`config.mk`:
```
export PLATFORM = sky130hd
export DESIGN_NAME = sram_burst_arbiter
export DESIGN_NICKNAME = d
export VERILOG_FILES = /design/src/rtl/sram_burst_arbiter.sv
export SDC_FILE = /design/constraint.sdc
export NUM_CORES = 1
export LEC_CHECK = 0
export CAP_MARGIN = 20
export CORE_MARGIN = 5
export CORE_UTILIZATION = 31
export DETAILED_ROUTE_END_ITERATION = 10
export PLACE_DENSITY = 0.81
export SLEW_MARGIN = 20
export SYNTH_ARGS = -nofsm -noshare
export SYNTH_HDL_FRONTEND = slang
export SYNTH_SLANG_ARGS = --single-unit
```
`constraint.sdc`:
```
create_clock -name clk -period 2.2 [get_ports clk]
set_input_delay 0.22 -clock clk [delete_from_list [all_inputs] [get_ports clk]]
set_output_delay 0.22 -clock clk [all_outputs]
set_load 0.02 [all_outputs]
```
`src/rtl/sram_burst_arbiter.sv`:
```
// Round-robin arbiter sharing one single-port SRAM between two burst masters.
// Sequences 1..16-beat bursts at consecutive (wrapping) word addresses.
module sram_burst_arbiter #(
  parameter int ADDR_W = 14,
  parameter int DATA_W = 32
) (
  input  logic              clk,
  input  logic              rst,
  input  logic              m0_req,
  input  logic              m1_req,
  input  logic              m0_write,
  input  logic              m1_write,
  input  logic [ADDR_W-1:0] m0_addr,
  input  logic [ADDR_W-1:0] m1_addr,
  input  logic [3:0]        m0_len,
  input  logic [3:0]        m1_len,
  input  logic [DATA_W-1:0] m0_wdata,
  input  logic [DATA_W-1:0] m1_wdata,
  output logic              m0_gnt,
  output logic              m1_gnt,
  output logic              m0_wready,
  output logic              m1_wready,
  output logic              m0_rvalid,
  output logic              m1_rvalid,
  output logic              m0_last,
  output logic              m1_last,
  output logic [DATA_W-1:0] m0_rdata,
  output logic [DATA_W-1:0] m1_rdata,
  output logic              sram_cs,
  output logic              sram_we,
  output logic [ADDR_W-1:0] sram_addr,
  output logic [DATA_W-1:0] sram_wdata,
  input  logic [DATA_W-1:0] sram_rdata,
  output logic              busy
);

  typedef enum logic [1:0] {IDLE, RD, RD_TAIL, WR} state_t;

  state_t            state_q, state_d;
  logic              owner_q, owner_d;
  logic [ADDR_W-1:0] base_q, base_d;
  logic [3:0]        len_q, len_d;
  logic [3:0]        beat_q, beat_d;
  logic              rr_q, rr_d;
  logic              rvld_q, rvld_d;
  logic              rlast_q, rlast_d;

  logic gnt, sel1, wready, wlast, rlast;

  always_ff @(posedge clk) begin
    if (rst) begin
      state_q <= IDLE;
      owner_q <= 1'b0;
      base_q  <= '0;
      len_q   <= '0;
      beat_q  <= '0;
      rr_q    <= 1'b0;
      rvld_q  <= 1'b0;
      rlast_q <= 1'b0;
    end else begin
      state_q <= state_d;
      owner_q <= owner_d;
      base_q  <= base_d;
      len_q   <= len_d;
      beat_q  <= beat_d;
      rr_q    <= rr_d;
      rvld_q  <= rvld_d;
      rlast_q <= rlast_d;
    end
  end

  // rr_q = 1 means m1 wins a tie
  assign sel1 = m1_req & (~m0_req | rr_q);

  always_comb begin
    state_d    = state_q;
    owner_d    = owner_q;
    base_d     = base_q;
    len_d      = len_q;
    beat_d     = beat_q;
    rr_d       = rr_q;
    rvld_d     = 1'b0;
    rlast_d    = 1'b0;
    gnt        = 1'b0;
    wready     = 1'b0;
    wlast      = 1'b0;
    sram_cs    = 1'b0;
    sram_we    = 1'b0;
    sram_addr  = '0;
    sram_wdata = '0;
    unique case (state_q)
      IDLE: begin
        if ((m0_req | m1_req) & ~rst) begin
          gnt     = 1'b1;
          owner_d = sel1;
          base_d  = sel1 ? m1_addr : m0_addr;
          len_d   = sel1 ? m1_len : m0_len;
          beat_d  = '0;
          rr_d    = ~sel1;
          state_d = (sel1 ? m1_write : m0_write) ? WR : RD;
        end
      end
      RD: begin
        sram_cs   = 1'b1;
        sram_addr = base_q + ADDR_W'(beat_q);
        rvld_d    = 1'b1;
        rlast_d   = (beat_q == len_q);
        if (beat_q == len_q) state_d = RD_TAIL;
        else beat_d = beat_q + 4'd1;
      end
      RD_TAIL: state_d = IDLE;
      WR: begin
        sram_cs    = 1'b1;
        sram_we    = 1'b1;
        sram_addr  = base_q + ADDR_W'(beat_q);
        sram_wdata = owner_q ? m1_wdata : m0_wdata;
        wready     = 1'b1;
        wlast      = (beat_q == len_q);
        if (beat_q == len_q) state_d = IDLE;
        else beat_d = beat_q + 4'd1;
      end
      default: state_d = IDLE;
    endcase
  end

  assign rlast     = rvld_q & rlast_q;
  assign m0_gnt    = gnt & ~sel1;
  assign m1_gnt    = gnt & sel1;
  assign m0_wready = wready & ~owner_q;
  assign m1_wready = wready & owner_q;
  assign m0_rvalid = rvld_q & ~owner_q;
  assign m1_rvalid = rvld_q & owner_q;
  assign m0_last   = (wlast | rlast) & ~owner_q;
  assign m1_last   = (wlast | rlast) & owner_q;
  assign m0_rdata  = m0_rvalid ? sram_rdata : '0;
  assign m1_rdata  = m1_rvalid ? sram_rdata : '0;
  assign busy      = (state_q != IDLE);

endmodule

```
# After elaboration in Yosys (flattened, before gate mapping)
# Index checks and enable logic that the tools add are counted.
[classes]
n_addsub = 2
eq_ne = 8
n_mux = 22
magnitude_cmp = 0
reduce_logical = 8
bitwise_logic = 19
n_shift = 0
div = 0
multipliers = 0
[ops]
columns = ["op", "n"]
rows = [
  ["$mux 32", 4],
  ["$mux 14", 2],
  ["$add 14x4->14", 1],
  ["$mux 4", 3],
  ["$and 1x1->1", 11],
  ["$mux 2", 4],
  ["$ne 2x2->1 const B", 4],
  ["$pmux 2 s4", 1],
  ["$pmux 4 s2", 1],
  ["$mux 1", 7],
  ["$reduce_and 3->1", 2],
  ["$not 1->1", 5],
  ["$add 4x1->4 const B", 1],
  ["$eq 2x2->1 const B", 2],
  ["$eq 4x4->1", 1],
  ["$reduce_bool 2->1", 2],
  ["$reduce_or 2->1", 2],
  ["$or 1x1->1", 3],
  ["$eq 2x1->1 const B", 1],
  ["$logic_not 2->1", 1],
  ["$reduce_and 2->1", 1],
]
[word_totals]
mem_bits_ro = 0
in_bits = 138
ramBits = 0
wordCells = 67
latchBits = 0
reg_bits = 28
n_memories = 0
out_inout_bits = 121

# Depth between registers and ports, before layout
[depth]
word_depth = 7
ltp_mapped = 7
depth_no_buf = 6

# Least setup slack after synthesis
# No wires, ideal clock.
[synth_timing]
path_type = "reg-to-output"
from = "register beat_q[0]"
to = "output port sram_addr[6]"
path_buffers = 0
required_time_ps = 1980
slack_ps = -142
stages_incl_launch_ff = 7
t_arrival_ps = 2122
cell_sequence = "dfxtp_1 > ha_1 > fa_1 > a21o_1 > a21oi_1 > o21ai_0 > a21boi_0"
[synth_via]
elab_chain_len = 2
[synth_lines]
columns = ["element", "line_no", "source"]
rows = [
  ["from (decl)", "43", "logic [3:0] beat_q, beat_d;"],
  ["from (signal assigned)", "65", "beat_q <= beat_d;"],
  ["$add 14x4->14", "105, 115", ""],
  ["$mux 14", "-", ""],
  ["to (decl)", "31", "output logic [ADDR_W-1:0] sram_addr,"],
]
# No other way between the ends.

# Worst setup path after layout
[layout_timing]
from = "register beat_q[0]"
to = "output port sram_addr[4]"
# The elaborated chain is that of the path after synthesis.

==> summary.md <==
| Metric | Value |
|---|---|
| Worst Hold Class | flop to flop |
| Cells after Synth | 353 |
| Finished Core Util | 0.6591 |
| Area Growth Syn to Fin | 109.2% |
| FILL cells | about 730 |
| Die X | ~100 um |
| Fin area | approximately 5700 um2 |
| Die Y | 103.7 um |
| CTS Hold Buffers Added | 0 |
| Starting Density | 0.3150 |
| Final GP Congestion | 0.8563 |
| Vias in the first global route | 3,665 |
| Crit Path Category | flop to output port |
| Synth warn | 0 |
| Setup TNS | -0.3395 ns |
| Tcrit/Tclk final | 1.037 |
| Clk Latency, worst-skew pair | about 0.27 ns |
| Syn nets | about 500 |
| CP required | 1.98 ns |
| Worst Tran Pin Value | 0.4572 ns |
| Routed wire length per instance | 18.24 um |
| Crit path max fanout | 4 |
| RSZ-0062 raised after global routing | true |
| GR Overflow Total | 0 |
| FF-to-FF path depth | 6 |
| Die area | 10,750 um2 |
| Number of vias per cell | 4.893 |
| Share of cells above drive strength 1 | 0.1268 |
| Worst Skew | 0.004936 ns |
| Max-Cap Viols | 0 |
| Crit start category | flop |
| Routed Antenna Nets | 0 |
| Clock Sinks | 28 |
| Nets@finish | 760 |
| Site Rows | 34 |
| Period minus WS final | 2.282 ns |
| # setup viols final | 6 |
| Data arrival time of the worst path | 2.06 ns |
| Post-synth top area share | 0.2061 |
| First-pass GRT wire length | 20.20 mm |
| Leakage Power | 0.002443 uW |
| Status | complete, but fails checks |
| GRT Util Overall | 0.2279 |
| Vias | about 3,500 |
| Final worst setup slack | -0.08230 ns |
| Fmax | between 400 and 500 MHz |
| Cells on Worst Hold Path | 2 |
| Core area | 8636 um2 |
| I/O Buffers | approximately 260 |
| Post-Place Cell Area | between 5000 and 6000 um2 |
| Largest net degree at the start of global routing | 38 |
| Synth Flop Type | dfxtp_1 |
| Cell variety after synth | 47 |
| Worst-path clk slew | 0.10 ns |
| Synth area leaders | dfxtp_1, mux2i_1, and2_1 |
| CTS Buffer Depth | 2 |
| DP HPWL | 10.91 mm |
| Final wirelength | about 13 mm |
| H-tree levels | 1 |
| Post-synth EDFFs | 0 |
| Ports | 259 |
| Pwr dens | approximately 340 nW/um2 |
| Residual DRC | 0 |
| Seq/Total Area, Yosys | 0.2061 |
| Synth Register Bits | 28 |
| Num CTS Buffers | 3 |
| Final Hold Fails | 0 |
| Post-Place Setup Slack | -0.3166 ns |
| Synth async-reset ratio | 0 |
| Cell taking the most area after synthesis | dfxtp_1 |
| Initial drt markers | 153 |
| Rel. slew slack | 0.6919 |
| Mapped Area | 2720 um2 |
| Max IR drop VDD | 202.6 uV |
| CP Capture Type | output port |
| Failing checks | negative setup slack |
| Diode count | 0 |
| CTS tree | done |
| Pre-antenna DRT Iters | 4 |
| Fin. max-slew vios | 0 |
| Clk root buf | clkbuf_8 |
| Initial antenna violation count | 0 |
| Synthesized area per cell | 7.706 um2 |
==> flip-flops by register name, summed over array words and instances, names as in the netlist <==
| name | count |
|---|---|
| base_q | 14 |
| beat_q | 4 |
| len_q | 4 |
| owner_q | 1 |
| rlast_q | 1 |
| rr_q | 1 |
| rvld_q | 1 |
| state_q | 2 |
==> metrics by stage <==
stage / cells / power [uW] / hold WS (ns)
after global placement: 717 / 1583 / 0.4956
after detailed placement: 717 / 1603 / 0.5055
final: 723 / 1930 / 0.5346
after global routing: 723 / 2053 / 0.5586
after CTS: 723 / 1934 / 0.5278
after floorplan: 353 / 1084 / 0.4297
==> Yosys cell counts, types with 2 or more instances <==
| cell type | instances |
|---|---|
| o21a_1 | 2 |
| nor3_1 | 2 |
| o21ai_0 | 6 |
| or4_1 | 3 |
| nor2_1 | 56 |
| nand3_1 | 4 |
| a21oi_1 | 4 |
| nor2b_1 | 2 |
| dfxtp_1 | 28 |
| a21boi_0 | 2 |
| nand2_1 | 6 |
| ha_1 | 5 |
| and3_1 | 34 |
| a21boi_1 | 6 |
| nand4_1 | 8 |
| or3_1 | 7 |
| mux2i_1 | 52 |
| nand2b_1 | 2 |
| clkbuf_1 | 19 |
| buf_6 | 2 |
| buf_2 | 9 |
| a211o_1 | 2 |
| xor2_1 | 5 |
| a211oi_1 | 18 |
| and2_1 | 39 |
| xnor2_1 | 2 |
| o31ai_1 | 3 |
| inv_1 | 5 |
| a21o_1 | 2 |
==> layout by cell type, fill, tap and decap left out, drive strengths merged, types with 7 or more instances in the layout <==
| cell | synthesis | layout |
|---|---|---|
| o21ai | 7 | 7 |
| nand4 | 8 | 8 |
| and3 | 34 | 34 |
| dfxtp | 28 | 28 |
| mux2i | 52 | 52 |
| clkdlybuf4s50 | 0 | 231 |
| or3 | 7 | 7 |
| buf | 12 | 47 |
| a21boi | 8 | 8 |
| nor2 | 57 | 57 |
| a211oi | 18 | 18 |
| and2 | 40 | 40 |
==> timing repair <==
action,4_1_cts,5_1_grt
cloned,1,0
resized for setup,66,30
pin swaps,9,6
buffers inserted,1,0
endpoints found under the setup margin,16,20
==> path summary, 6_finish.rpt <==
path	startpoint	to	slack (ns)
worst max register to register	beat_q[1]	beat_q[3]	0.46
worst max-delay path	beat_q[0]	sram_addr[4]	-0.08
worst min-delay path	base_q[0]	base_q[0]	0.53
worst min register to register	base_q[0]	base_q[0]	0.53
==> kinds of logic (layout without fill, tap and decap cells) <==
| logic type | Yosys count | count (layout) | synth area share |
|---|---|---|---|
| simple gates | 173 | 173 | 0.3542 |
| mux | 52 | 52 | 0.1914 |
| compound gates | 51 | 51 | 0.1348 |
| buf+inv | 36 | 298 | 0.06072 |
| flops | 28 | 28 | 0.2061 |
| xor+xnor | 7 | 7 | 0.02254 |
| fa+ha+maj | 6 | 6 | 0.03036 |
==> power breakdown <==
group | internal (uW) | switching [uW]
clock | 160 | 159
combinational | 550 | 441
sequential | 563 | 56.9
total | 1270 | 657
==> final cells by class <==
cell class                      count  area (um2)  area share
Inverter                            5       18.77    0.003297
Multi-Input combinational cell    289        2093      0.3678
Sequential cell                    28       568.0     0.09980
Timing Repair Buffer              289        2821      0.4957
Tap cell                          108       135.1     0.02374
Clock buffer                        4       55.05    0.009672
==> worst max-delay path: stages (launching register included) <==
cell	delay [ns]
dfxtp_2	0.35
ha_4	0.16
fa_2	0.33
a21o_1	0.20
a21oi_2	0.19
buf_4	0.18
xnor2_1	0.11
and2_1	0.15
buf_6	0.12
==> metal layers <==
metal	GRT usage	share of wire
met1	0.2388	0.36
met4	0.01850	0.0031
met2	0.4413	0.54
met5	0	0
met3	0.08893	0.093
(Power assumes the default switching activity.)
==> patch, RTL diff (config.mk and constraints unchanged) <==
Make the reset (`rst`) asynchronous in one clocked block.
--- a/src/rtl/sram_burst_arbiter.sv
+++ b/src/rtl/sram_burst_arbiter.sv
@@ -47,7 +47,7 @@
 
   logic gnt, sel1, wready, wlast, rlast;
 
-  always_ff @(posedge clk) begin
+  always_ff @(posedge clk or posedge rst) begin
     if (rst) begin
       state_q <= IDLE;
       owner_q <= 1'b0;
Function: differs if rst is asserted again (counterexample within 4 cycles, from zero or initial values and one cycle with rst high); with rst held inactive, the same outputs for 4 cycles.
==> patch against the unedited design <==
The flow still finishes with violations (negative setup slack); die area is 1.2% higher; final cell count grew 1.9%; largest cell class unchanged; routed wire length up 2.8%; critical path depth unchanged; global-route usage down 0.60 points; sequential share of layout area rose by 1.8 points; highest routed layer unchanged; synthesized area up 1.3%; worst setup slack got worse by 0.22 ns; sequential cell count unchanged; design area rose by 5.0%.
Power is left out: it rests on default switching activity, and per cell area and clock period it moved more than threefold.
==> patch: results <==
INSERT INTO impl_metrics (metric_group, metric, value, unit) VALUES
('placed_design', 'dp.final_hpwl', '10.6', 'mm'),
('finish', 'num-nets-final', '774', ''),
('yosys', 'yosys-top-cells-area', 'sky130_fd_sc_hd__dfrtp_1 (25%), sky130_fd_sc_hd__mux2i_1 (18%), sky130_fd_sc_hd__and2_1 (7.9%)', ''),
('global_routing', 'grt_util_met3', '3.91', '%'),
('setup_path', 'worstPathArrival', '2.28', 'ns'),
('sta', 'hold_slack', '0.308', 'ns'),
('yosys', 'ys_dominant_reg_cell', 'sky130_fd_sc_hd__dfrtp_1', ''),
('global_routing', 'gr-usage-met1', '24.7', '%'),
('run_status', 'failed_checks', 'negative setup slack', ''),
('yosys', 'syn_nets', '494', ''),
('sta', 'layout_setup_ws', '-0.302', 'ns'),
('detailed_routing', 'route.detailed.wl_per_inst', '18.4', 'microns'),
('global_routing', 'globalRouteTotalUtil', '22.2', '%'),
('run_status', 'outcome', 'finished, violations left', ''),
('placed_design', 'routabilityCongestion', '0.863', ''),
('setup_path', 'timing.critical_path.from', 'beat_q[2]$_DFFE_PP0P_', ''),
('sta', 'setup-violations-final', '11', ''),
('setup_path', 'crit_path_top_delay_cell', 'sky130_fd_sc_hd__or4_4', ''),
('global_routing', 'via_count_of_the_first_global_routing_pass', '3522', ''),
('global_routing', 'grt_pass1_wl', '19.8', 'mm');
## patch: cell count changes after synthesis, sizes merged, moves of 8 or more
cell    delta
dfrtp     +28
dfxtp     -28
o21ai     +23
a211oi    -18
nand2     +18
nor2      -14
a21boi     -8
## patch: logic make-up (layout without fill, tap and decap cells)
group / Yosys count / in the layout
xor+xnor: 8 / 8
flops: 28 / 28
mux: 50 / 50
simple gates: 168 / 168
fa+ha+maj: 6 / 6
buf+inv: 38 / 316
compound gates: 52 / 53
## patch: final cells by class
type / count / area (sq um)
Sequential cell: 28 / 702
Multi-Input combinational cell: 285 / 2020
Tap cell: 108 / 135
Clock buffer: 4 / 55.1
Inverter: 11 / 41.3
Timing Repair Buffer: 301 / 3020
Fill cell: 683 / 2700
## patch: routing by layer
| metal | vias to the layer above | wire, microns |
|---|---|---|
| li1 | 1772 | - |
| met1 | 1684 | 5130 |
| met2 | 164 | 7280 |
| met3 | 24 | 775 |
| met4 | 0 | 374 |
| met5 | - | 0 |
## patch: what timing repair did
| action | CTS | global route |
|---|---|---|
| hold buffers | 0 | 0 |
| pin swaps | 10 | 6 |
| resized for setup | 92 | 57 |
| endpoints found under the setup margin | 20 | 73 |
| buffers inserted | 7 | 3 |
| cloned | 0 | 1 |
## patch: per-stage QoR
stage               instances  utilization [%]  setup TNS [ns]
floorplan                 350                -               0
detailed placement        722             64.8           -5.84
global route              737             68.9           -3.65
finish                    737             68.9           -2.37
CTS                       733             66.6           -1.73
global placement          722             64.8           -5.22
## patch: worst min-delay path by stage
| stage | startpoint | endpoint | depth (start not counted) |
|---|---|---|---|
| final | rst | base_q[8]$_DFFE_PP0P_ | 2 |
| after global routing | rst | base_q[8]$_DFFE_PP0P_ | 2 |
| after CTS | rst | base_q[5]$_DFFE_PP0P_ | 2 |
| after floorplan | rst | base_q[0]$_DFFE_PP0P_ | 1 |
| after detailed placement | base_q[2]$_DFFE_PP0P_ | base_q[2]$_DFFE_PP0P_ | 2 |
| after global placement | base_q[0]$_DFFE_PP0P_ | base_q[0]$_DFFE_PP0P_ | 2 |
